$ cat config.mk
export PLATFORM = sky130hd
export DESIGN_NAME = div_entry_ctrl
export DESIGN_NICKNAME = d
export VERILOG_FILES = /design/src/rtl/div_ctrl_pkg.sv /design/src/rtl/hex_entry_reg.sv /design/src/rtl/div_entry_ctrl.sv
export SDC_FILE = /design/constraint.sdc
export NUM_CORES = 1
export LEC_CHECK = 0
export ABC_CLOCK_PERIOD_IN_PS = 1500
export BUFFER_PORTS_ARGS = -buffer_cell sky130_fd_sc_hd__buf_2
export CAP_MARGIN = 5
export CORE_MARGIN = 3
export CORE_UTILIZATION = 45
export CTS_CLUSTER_SIZE = 14
export DETAILED_ROUTE_END_ITERATION = 8
export PLACE_DENSITY = 0.77
export SLEW_MARGIN = 20
export SYNTH_ARGS = -nofsm -noshare
export SYNTH_HDL_FRONTEND = slang
export SYNTH_SLANG_ARGS = --single-unit
$ cat constraint.sdc
create_clock -name clk -period 1.5 [get_ports clk]
set_input_delay 0.15 -clock clk [delete_from_list [all_inputs] [get_ports clk]]
set_output_delay 0.15 -clock clk [all_outputs]
set_load 0.1 [all_outputs]
$ cat src/rtl/div_ctrl_pkg.sv
// Shared types and helpers for the keypad-to-divider entry sequencer.
package div_ctrl_pkg;

    localparam int DIGIT_W = 4;

    typedef enum logic [2:0] {
        ENTER_A = 3'd0,
        ENTER_B = 3'd1,
        START   = 3'd2,
        WAIT    = 3'd3,
        SHOW    = 3'd4
    } state_t;

    function automatic int digits(input int width);
        return width / DIGIT_W;
    endfunction

endpackage

$ cat src/rtl/hex_entry_reg.sv
// Operand register that accumulates hex digits typed MSB-first.
module hex_entry_reg
    import div_ctrl_pkg::*;
#(
    parameter int WIDTH = 8
) (
    input  logic               clk,
    input  logic               rst,
    input  logic               clr,
    input  logic               load_first,
    input  logic               shift_en,
    input  logic [DIGIT_W-1:0] nibble,
    output logic [WIDTH-1:0]   value
);

    // NOTE: sequential state uses non-blocking assignments so every register samples pre-edge values.
    always_ff @(posedge clk) begin
        if (!rst) begin
            value <= '0;
        end else if (clr) begin
            value <= '0;
        end else if (load_first) begin
            value <= WIDTH'(nibble);
        end else if (shift_en) begin
            value <= WIDTH'({value, nibble});
        end
    end

endmodule

$ cat src/rtl/div_entry_ctrl.sv
// Keypad entry sequencer: collects A and B, starts the divider, shows Q/R.
// Optional build macro: DIV_ZERO_GUARD_EN (short-circuits B == 0 to SHOW with err_divzero).
module div_entry_ctrl
    import div_ctrl_pkg::*;
#(
    parameter int WIDTH = 8
) (
    input  logic               clk,
    input  logic               rst,
    input  logic               key_valid,
    input  logic [3:0]         key_code,
    input  logic               div_done,
    input  logic [WIDTH-1:0]   div_q,
    input  logic [WIDTH-1:0]   div_r,
    output logic               div_start,
    output logic [WIDTH-1:0]   A_bin,
    output logic [WIDTH-1:0]   B_bin,
    output logic               busy,
    output logic               result_valid,
    output logic [2:0]         state_o,
`ifdef DIV_ZERO_GUARD_EN
    output logic               err_divzero,
`endif
    output logic [2*WIDTH-1:0] disp_val
);

    localparam int N     = digits(WIDTH);
    localparam int CNT_W = $clog2(N + 1);
    localparam logic [CNT_W-1:0] LAST = CNT_W'(N - 1);

    state_t           state, state_next;
    logic [CNT_W-1:0] cnt, cnt_next;
    logic [WIDTH-1:0] q_reg, r_reg;
    logic             a_load, a_shift, b_clr, b_shift;
    logic             cap_div, cap_zero;

`ifdef DIV_ZERO_GUARD_EN
    logic [WIDTH-1:0] b_shifted;
    logic             err_reg;
    assign b_shifted = WIDTH'({B_bin, key_code});
`endif

    hex_entry_reg #(.WIDTH(WIDTH)) u_a_reg (
        .clk        (clk),
        .rst        (rst),
        .clr        (1'b0),
        .load_first (a_load),
        .shift_en   (a_shift),
        .nibble     (key_code),
        .value      (A_bin)
    );

    hex_entry_reg #(.WIDTH(WIDTH)) u_b_reg (
        .clk        (clk),
        .rst        (rst),
        .clr        (b_clr),
        .load_first (1'b0),
        .shift_en   (b_shift),
        .nibble     (key_code),
        .value      (B_bin)
    );

    always_ff @(posedge clk) begin
        if (!rst) begin
            state <= ENTER_A;
            cnt   <= '0;
        end else begin
            state <= state_next;
            cnt   <= cnt_next;
        end
    end

    // NOTE: every signal gets a default before the case so no latch can be inferred.
    always_comb begin
        state_next = state;
        cnt_next   = cnt;
        a_load     = 1'b0;
        a_shift    = 1'b0;
        b_clr      = 1'b0;
        b_shift    = 1'b0;
        cap_div    = 1'b0;
        cap_zero   = 1'b0;
        unique case (state)
            ENTER_A: if (key_valid) begin
                a_shift = 1'b1;
                if (cnt == LAST) begin
                    cnt_next   = '0;
                    b_clr      = 1'b1;
                    state_next = ENTER_B;
                end else begin
                    cnt_next = cnt + 1'b1;
                end
            end
            ENTER_B: if (key_valid) begin
                b_shift = 1'b1;
                if (cnt == LAST) begin
                    cnt_next   = '0;
                    state_next = START;
`ifdef DIV_ZERO_GUARD_EN
                    if (b_shifted == '0) begin
                        cap_zero   = 1'b1;
                        state_next = SHOW;
                    end
`endif
                end else begin
                    cnt_next = cnt + 1'b1;
                end
            end
            START: state_next = WAIT;
            // Keys arriving while the divider runs are dropped, even alongside div_done.
            WAIT: if (div_done) begin
                cap_div    = 1'b1;
                state_next = SHOW;
            end
            SHOW: if (key_valid) begin
                a_load = 1'b1;
                if (N == 1) begin
                    b_clr      = 1'b1;
                    cnt_next   = '0;
                    state_next = ENTER_B;
                end else begin
                    cnt_next   = CNT_W'(1);
                    state_next = ENTER_A;
                end
            end
            default: state_next = ENTER_A;
        endcase
    end

    always_ff @(posedge clk) begin
        if (!rst) begin
            q_reg <= '0;
            r_reg <= '0;
        end else if (cap_div) begin
            q_reg <= div_q;
            r_reg <= div_r;
        end else if (cap_zero) begin
            q_reg <= '1;
            r_reg <= A_bin;
        end
    end

`ifdef DIV_ZERO_GUARD_EN
    always_ff @(posedge clk) begin
        if (!rst) begin
            err_reg <= 1'b0;
        end else if (cap_zero) begin
            err_reg <= 1'b1;
        end else if (state_next != SHOW) begin
            err_reg <= 1'b0;
        end
    end
    assign err_divzero = err_reg;
`endif

    assign div_start    = (state == START);
    assign busy         = (state == START) || (state == WAIT);
    assign result_valid = (state == SHOW);
    assign state_o      = state;

    always_comb begin
        disp_val = {A_bin, B_bin};
        if (state == ENTER_A) begin
            disp_val = {{WIDTH{1'b0}}, A_bin};
        end else if (state == SHOW) begin
            disp_val = {q_reg, r_reg};
        end
    end

endmodule

==> run_results.csv, run 1 <==
group,metric,value,unit
logic_synthesis,yosysUniqueCellTypes,33,
logic_synthesis,synth.mux.area_fraction,10.83,%
logic_synthesis,synth_nets,240,
global_route,antenna_found_initial,0,
pwr,p_leak,1.189,nW
logic_synthesis,ys_ff_latch,37,
logic_synthesis,mappedNetlistArea,1848,sq um
flow_run,cap_violations,0,
global_route,grt_pass1_wl,8832,microns
place,dp.cells,319,
logic_synthesis,synth_fa_ha_area_share,0,%
floorplanning,core_area,3799,sq um
clocking,clockBufferDepth,2,
timing,worst_slack,-0.1348,ns
clocking,cts.htree.levels,2,
worst_hold_path,hold_depth,3,
floorplanning,die-area,4912,sq um
logic_synthesis,synth-compound-area-share,16.38,%
layout,nets,308,
place,routabilityCongestion,0.7469,
clocking,clock-sinks,37,
worst_hold_path,min_path_type,"input port to flop",
place,place_hpwl,3616,microns
routing,drt_first_iter_violations,82,
floorplanning,fp.dieH,70.09,microns
clocking,clk_latency,0.29,ns
logic_synthesis,syn_inst,216,
timing,fmax,611.7,MHz
floorplanning,die_w,70.09,microns
layout,area_delta_synth_final,59.92,%
critical_path,cp_max_fo,9,
critical_path,rr_endpoint,"u_a_reg.value[1]",
global_route,overflow,0,
floorplanning,std_cell_rows,22,
logic_synthesis,synth_top_family_by_area,"simple AND/OR/NAND/NOR gates",
critical_path,critical_path_required,1.35,ns
timing,tightest_slew,0.4912,ns
clocking,cts_hold_buffers,0,
routing,viasPerCell,5.291,
routing,ant_nets,0,
critical_path,rrSetupSlack,0.08,ns
timing,timing.final.crit_share,109.0,%
routing,drc,0,
clocking,root_buffer,"clkbuf_8",
routing,firstDrtPassIters,4,
logic_synthesis,synth-simple-area-share,25.93,%
global_route,grt_max_degree,21,
timing,skew,0.006570,ns
critical_path,cp.arrival,1.48,ns
critical_path,reg2reg_depth,5,
critical_path,crit_type,"flop to output port",
floorplanning,initial_core_util,48.65,%
routing,vias,1762,
timing,fin_tns_setup,-1.913,ns
clocking,clk_pin_slew_worst_paths,0.07,ns
global_route,track_usage,22.63,%
worst_hold_path,min_to,"r_reg[4]",
timing,hold_slack,0.08969,ns
timing,fin_crit,1.635,ns
logic_synthesis,synth.avg_cell_area,8.556,sq um
critical_path,timing.rr.start,"state_o[0]",
place,io_buffer_count,61,
floorplanning,pin_count,62,
timing,slew_violations,0,
worst_hold_path,hp-start,"div_r[4]",
run_status,status,"finished, violations left",
timing,finalHoldViolCount,0,
timing,rsz0062_at_grt,"true",
pwr,power,2.475,mW
global_route,grt_pass1_vias,1817,
logic_synthesis,ys_warn_count,0,
logic_synthesis,synth-seq-area-share,40.08,%
layout,final_cells,333,
clocking,cts-buffers-inserted,5,
pwr,ir_drop,0.0005127,V
layout,num_antenna_cells,0,
pwr,power-per-cell-area,837.6,nW/um^2
critical_path,start_kind,"flop",
clocking,cts_tree,"built",
routing,wl_per_cell,15.47,microns
logic_synthesis,synthXorXnorAreaFrac,0,%
critical_path,worstSetupEndpointType,"output port",
timing,setup_viol,16,
routing,routed_wl,5153,microns
timing,maxSlewHeadroom,67.48,%
run_status,violations,"negative setup slack",
layout,drive_above_1_share,47.37,%
[logic make-up (layout without fill, tap and decap cells)]
family,after synthesis,count (layout)
flip-flops,37,37
multiplexers,20,20
buffers and inverters,18,87
AO/OA/AOI/OAI,45,45
AND/OR/NAND/NOR,96,96
[metal layers]
layer	vias to the layer above	GRT usage [%]	part of all wire [%]
li1	860	-	-
met1	829	28.05	43
met2	60	37.57	49
met3	13	4.460	5.2
met4	0	10.43	2.4
met5	-	0	0
[power by group]
group / switching, mW / internal (mW)
clock: 0.350 / 0.475
combinational: 0.414 / 0.215
sequential: 0.0215 / 1.00
[final cells by class]
cell class | instances | area [sq um]
Fill cell | 253 | 843.3
Inverter | 1 | 3.754
Tap cell | 48 | 60.06
Sequential cell | 37 | 762.0
Clock buffer | 8 | 111.4
Multi-Input combinational cell | 161 | 1225
Timing Repair Buffer | 78 | 793.3
[synthesized netlist by cell type]
cell / count / area (sq um)
and4b_1: 1 / 10.01
o21ai_0: 11 / 55.05
buf_2: 3 / 15.01
o21a_1: 1 / 7.510
clkbuf_1: 4 / 15.01
a211o_1: 1 / 8.760
o21ai_1: 7 / 35.03
and2_1: 1 / 6.260
nor3b_1: 2 / 15.01
a21oi_1: 4 / 20.02
o41ai_4: 1 / 27.53
nand4b_4: 1 / 23.77
buf_6: 5 / 56.30
a31oi_1: 1 / 6.260
nor3b_2: 1 / 12.51
or2_1: 1 / 6.260
nor2b_1: 15 / 93.84
mux2i_1: 20 / 200.2
nand2b_1: 1 / 6.260
nand2_1: 58 / 217.7
buf_4: 4 / 30.03
nand2b_4: 1 / 13.76
and4bb_1: 1 / 12.51
nor2_1: 11 / 41.29
a21boi_1: 10 / 75.07
a22oi_1: 1 / 7.510
or2b_1: 1 / 7.510
a21boi_0: 7 / 52.55
dfxtp_1: 37 / 740.7
and4bb_2: 1 / 12.51
clkbuf_2: 1 / 5.000
inv_1: 1 / 3.750
a211oi_1: 1 / 7.510
[worst max path at each step]
| stage | from | to | slack (ns) | cells past startpoint |
|---|---|---|---|---|
| after global placement | state_o[2] | q_reg[5] | 0.08 | 3 |
| after global routing | state_o[0] | disp_val[11] | -0.17 | 4 |
| final | state_o[0] | disp_val[11] | -0.13 | 4 |
| after floorplan | state_o[1] | div_start | -0.56 | 3 |
| after detailed placement | state_o[2] | q_reg[3] | 0.01 | 3 |
| after CTS | state_o[0] | disp_val[11] | -0.14 | 4 |
[critical path: stages, from the launching register on]
cell,delay [ns]
dfxtp_4,0.35
or2_4,0.30
buf_12,0.17
o21ai_4,0.18
buf_12,0.19
[metrics by stage]
stage,utilization (%),cell area (sq um),setup WS (ns)
5_1_grt,77.80,2955,-0.1734
6_report,77.80,2955,-0.1348
3_3_place_gp,71.67,2723,0.07981
4_1_cts,76.94,2923,-0.1369
2_1_floorplan,-,2101,-0.5605
3_5_place_dp,71.67,2723,0.01344
[timing repair]
| action | in CTS | in global routing |
|---|---|---|
| pin swaps | 0 | 1 |
| gates resized for setup | 8 | 13 |
| setup buffers | 6 | 0 |
| endpoints found under the setup margin | 19 | 36 |
| cloned | 1 | 0 |
[placed cells by master, fill, tap and decap left out, drive strengths merged]
cell,synthesis,layout
and2,1,1
inv,1,1
a21boi,17,17
nand2b,2,2
a211o,1,1
dfxtp,37,37
or2,1,1
a211oi,1,1
o41ai,1,1
and4bb,2,2
nand4b,1,1
or2b,1,1
buf,12,77
nand2,58,58
a21oi,4,4
nor2,11,11
mux2i,20,20
and4b,1,1
a31oi,1,1
nor3b,3,3
a22oi,1,1
nor2b,15,15
clkbuf,5,9
o21a,1,1
o21ai,18,18
No activity file was read; power rests on OpenSTA's default activity.
==> inputs of run 2 (changes only) <==
--- a/config.mk
+++ b/config.mk
@@ -12,8 +12,9 @@
 export CORE_UTILIZATION = 45
 export CTS_CLUSTER_SIZE = 14
 export DETAILED_ROUTE_END_ITERATION = 8
-export PLACE_DENSITY = 0.77
+export PLACE_DENSITY = 0.76
 export SLEW_MARGIN = 20
 export SYNTH_ARGS = -nofsm -noshare
 export SYNTH_HDL_FRONTEND = slang
+export SYNTH_HIERARCHICAL = 1
 export SYNTH_SLANG_ARGS = --single-unit
==> run_results.csv, run 2 <==
group,metric,value,unit
run_status,status,"finished, violations left",
run_status,violations,"negative setup slack",
place,place_hpwl,3883,microns
logic_synthesis,syn_inst,222,
routing,viasPerCell,5.311,
timing,setup_viol,16,
global_route,grt_pass1_vias,1772,
routing,drc,0,
pwr,p_int,1.559,mW
timing,timing.final.crit_share,108.8,%
clocking,clk_pin_slew_worst_paths,0.07,ns
timing,fin_tns_setup,-1.830,ns
floorplanning,pin_count,62,
critical_path,crit_type,"flop to output port",
floorplanning,fp.dieH,70.95,microns
clocking,clock-sinks,37,
timing,hold_slack,0.08937,ns
pwr,p_clk_share,31.3,%
timing,fin_crit,1.632,ns
global_route,grtUsageMet1,27.19,%
timing,slew_violations,0,
place,io_buffer_count,61,
global_route,track_usage,22.61,%
routing,firstDrtPassIters,4,
clocking,clockBufferDepth,2,
floorplanning,die_w,70.95,microns
clocking,clk_latency,0.29,ns
layout,drive_above_1_share,50.33,%
critical_path,cp.depth,4,
layout,layout_common_cells,"46 x nand2_1, 41 x buf_2, 26 x dfxtp_1",
logic_synthesis,ys_ff_latch,37,
place,routabilityCongestion,0.8090,
critical_path,reg2reg_depth,5,
logic_synthesis,synth.avg_cell_area,8.550,sq um
place,dp.cells,340,
layout,nets,329,
critical_path,cp_slowest_cell,"dfxtp_4",
logic_synthesis,synthArstFlopShare,0,%
critical_path,cp.arrival,1.48,ns
floorplanning,initial_core_util,49.25,%
critical_path,path_buf_inv,2,
routing,wl_per_cell,16.53,microns
clocking,cts-buffers-inserted,5,
floorplanning,die-area,5033,sq um
worst_hold_path,hold_depth,3,
global_route,grt_busiest_layer,"met2",
timing,finalHoldViolCount,0,
floorplanning,std_cell_rows,22,
flow_run,cap_violations,0,
pwr,power.share.sequential,45.3,%
layout,layout_commonest_cell,"nand2_1",
routing,vias,1880,
global_route,gr-usage-met2,38.62,%
routing,ant_nets,0,
logic_synthesis,yosys-top-cells-count,"59 x nand2_1, 37 x dfxtp_1, 16 x mux2i_1",
routing,drt_first_iter_violations,133,
pwr,ir_drop,0.0006583,V
critical_path,critical_path_required,1.35,ns
logic_synthesis,synth_top_area_cell,"dfxtp_1",
layout,final_cells,354,
clocking,cts.htree.levels,2,
floorplanning,core_area,3854,sq um
pwr,power,2.258,mW
critical_path,slowest_delay,0.34,ns
clocking,cts_hold_buffers,0,
critical_path,crit_chain,"or2_4 -> buf_4 -> o21ai_4 -> buf_12",
critical_path,crit_family,"buffers and inverters",
clocking,root_buffer,"clkbuf_8",
pwr,p_comb_share,23.5,%
logic_synthesis,synth-seq-area-share,39.02,%
global_route,overflow,0,
routing,routed_wl,5853,microns
layout,area_delta_synth_final,63.81,%
logic_synthesis,mappedNetlistArea,1898,sq um
pwr,p_leak,1.201,nW
global_route,grt_pass1_wl,8928,microns
layout,final_util,80.68,%
pwr,switching_share,30.95,%
logic_synthesis,ys_warn_count,6,
critical_path,cp_max_fo,7,
global_route,grt_max_degree,21,
logic_synthesis,yosysUniqueCellTypes,31,
timing,skew,0.006510,ns
clocking,cts_tree,"built",
pwr,power.net_switching,0.6988,mW
pwr,power-per-cell-area,726.1,nW/um^2
logic_synthesis,synth_top_cell_area_share,39.02,%
global_route,grt_use_met3,4.972,%
global_route,antenna_found_initial,0,
logic_synthesis,ys_top_cells_by_area,"dfxtp_1 39%, nand2_1 12%, mux2i_1 8.4%, buf_6 5.3%, o21ai_2 4.6%",
timing,fmax,612.6,MHz
critical_path,worstSetupEndpointType,"output port",
timing,worst_slack,-0.1324,ns
logic_synthesis,synth_edf_count,0,
layout,num_antenna_cells,0,
critical_path,start_kind,"flop",
timing,rsz0062_at_grt,"true",
logic_synthesis,ys.flop_type,"dfxtp_1",
worst_hold_path,min_path_type,"input port to flop",
logic_synthesis,synth_most_common_cell,"nand2_1",
[run 2: cell types whose count changed after synthesis, sizes merged, moves of 2 or more]
cell | before | now
clkbuf | 5 | 2
or3b | 0 | 11
mux2i | 20 | 16
o21ai | 18 | 24
nor2b | 15 | 3
nand2b | 2 | 7
a21oi | 4 | 11
and4bb | 2 | 0
nor2 | 11 | 9
[run 2: through the flow]
stage,setup slack (ns),cell area (sq um)
2_1_floorplan,-0.5990,2126
3_3_place_gp,0.02642,2743
6_report,-0.1324,3109
5_1_grt,-0.1799,3109
3_5_place_dp,-0.008579,2743
4_1_cts,-0.1214,3003
[run 2: worst paths after layout]
| path | from | endpoint | slack, ns |
|---|---|---|---|
| max | state_o[1] | disp_val[5] | -0.13 |
| min | div_q[0] | q_reg[0] | 0.09 |
| min reg2reg | q_reg[1] | q_reg[1] | 0.46 |
| max reg2reg | state_o[1] | u_a_reg/value[2] | 0.01 |
[run 2: area by class of cell]
type / instances / area [sq um]
fillers: 226 / 744.5
repair buffers: 80 / 789.5
clock buffers: 8 / 90.09
multi-input cells: 181 / 1408
well taps: 48 / 60.06
flip-flops and latches: 37 / 762.0
[run 2: metal layers]
| layer | share of wire [%] | vias to the layer above |
|---|---|---|
| met5 | 0 | - |
| met4 | 3.2 | 0 |
| met3 | 5.1 | 18 |
| met2 | 51 | 53 |
| met1 | 41 | 896 |
| li1 | - | 913 |
[run 2: power by group through the flow]
stage	Combinational, mW	Clock [mW]	Sequential (mW)
global route	0.556	0.769	1.02
CTS	0.491	0.723	1.02
global placement	0.457	0	1.04
floorplan	0.249	0	1.14
detailed placement	0.464	0	1.04
finish	0.529	0.706	1.02
[run 2: timing repair]
item | 4_1_cts | 5_1_grt
pin swaps | 6 | 4
setup endpoints to repair | 19 | 35
cloned | 0 | 2
setup buffers | 2 | 2
resized for setup | 32 | 16
[run 2: tightest hold or removal path, cell delays in order]
cell	delay [ns]
buf_2	0.10
nand2_1	0.05
a21boi_1	0.05
[run 2: kinds of logic (layout without fill, tap and decap cells)]
logic type      count (synthesis)  in the layout  synth area share [%]
simple gates                   99            100                 26.43
buf+inv                        15             88                 7.053
flops                          37             37                 39.02
mux                            16             16                 8.438
other cells                     1             11                0.1976
compound gates                 54             54                 18.85
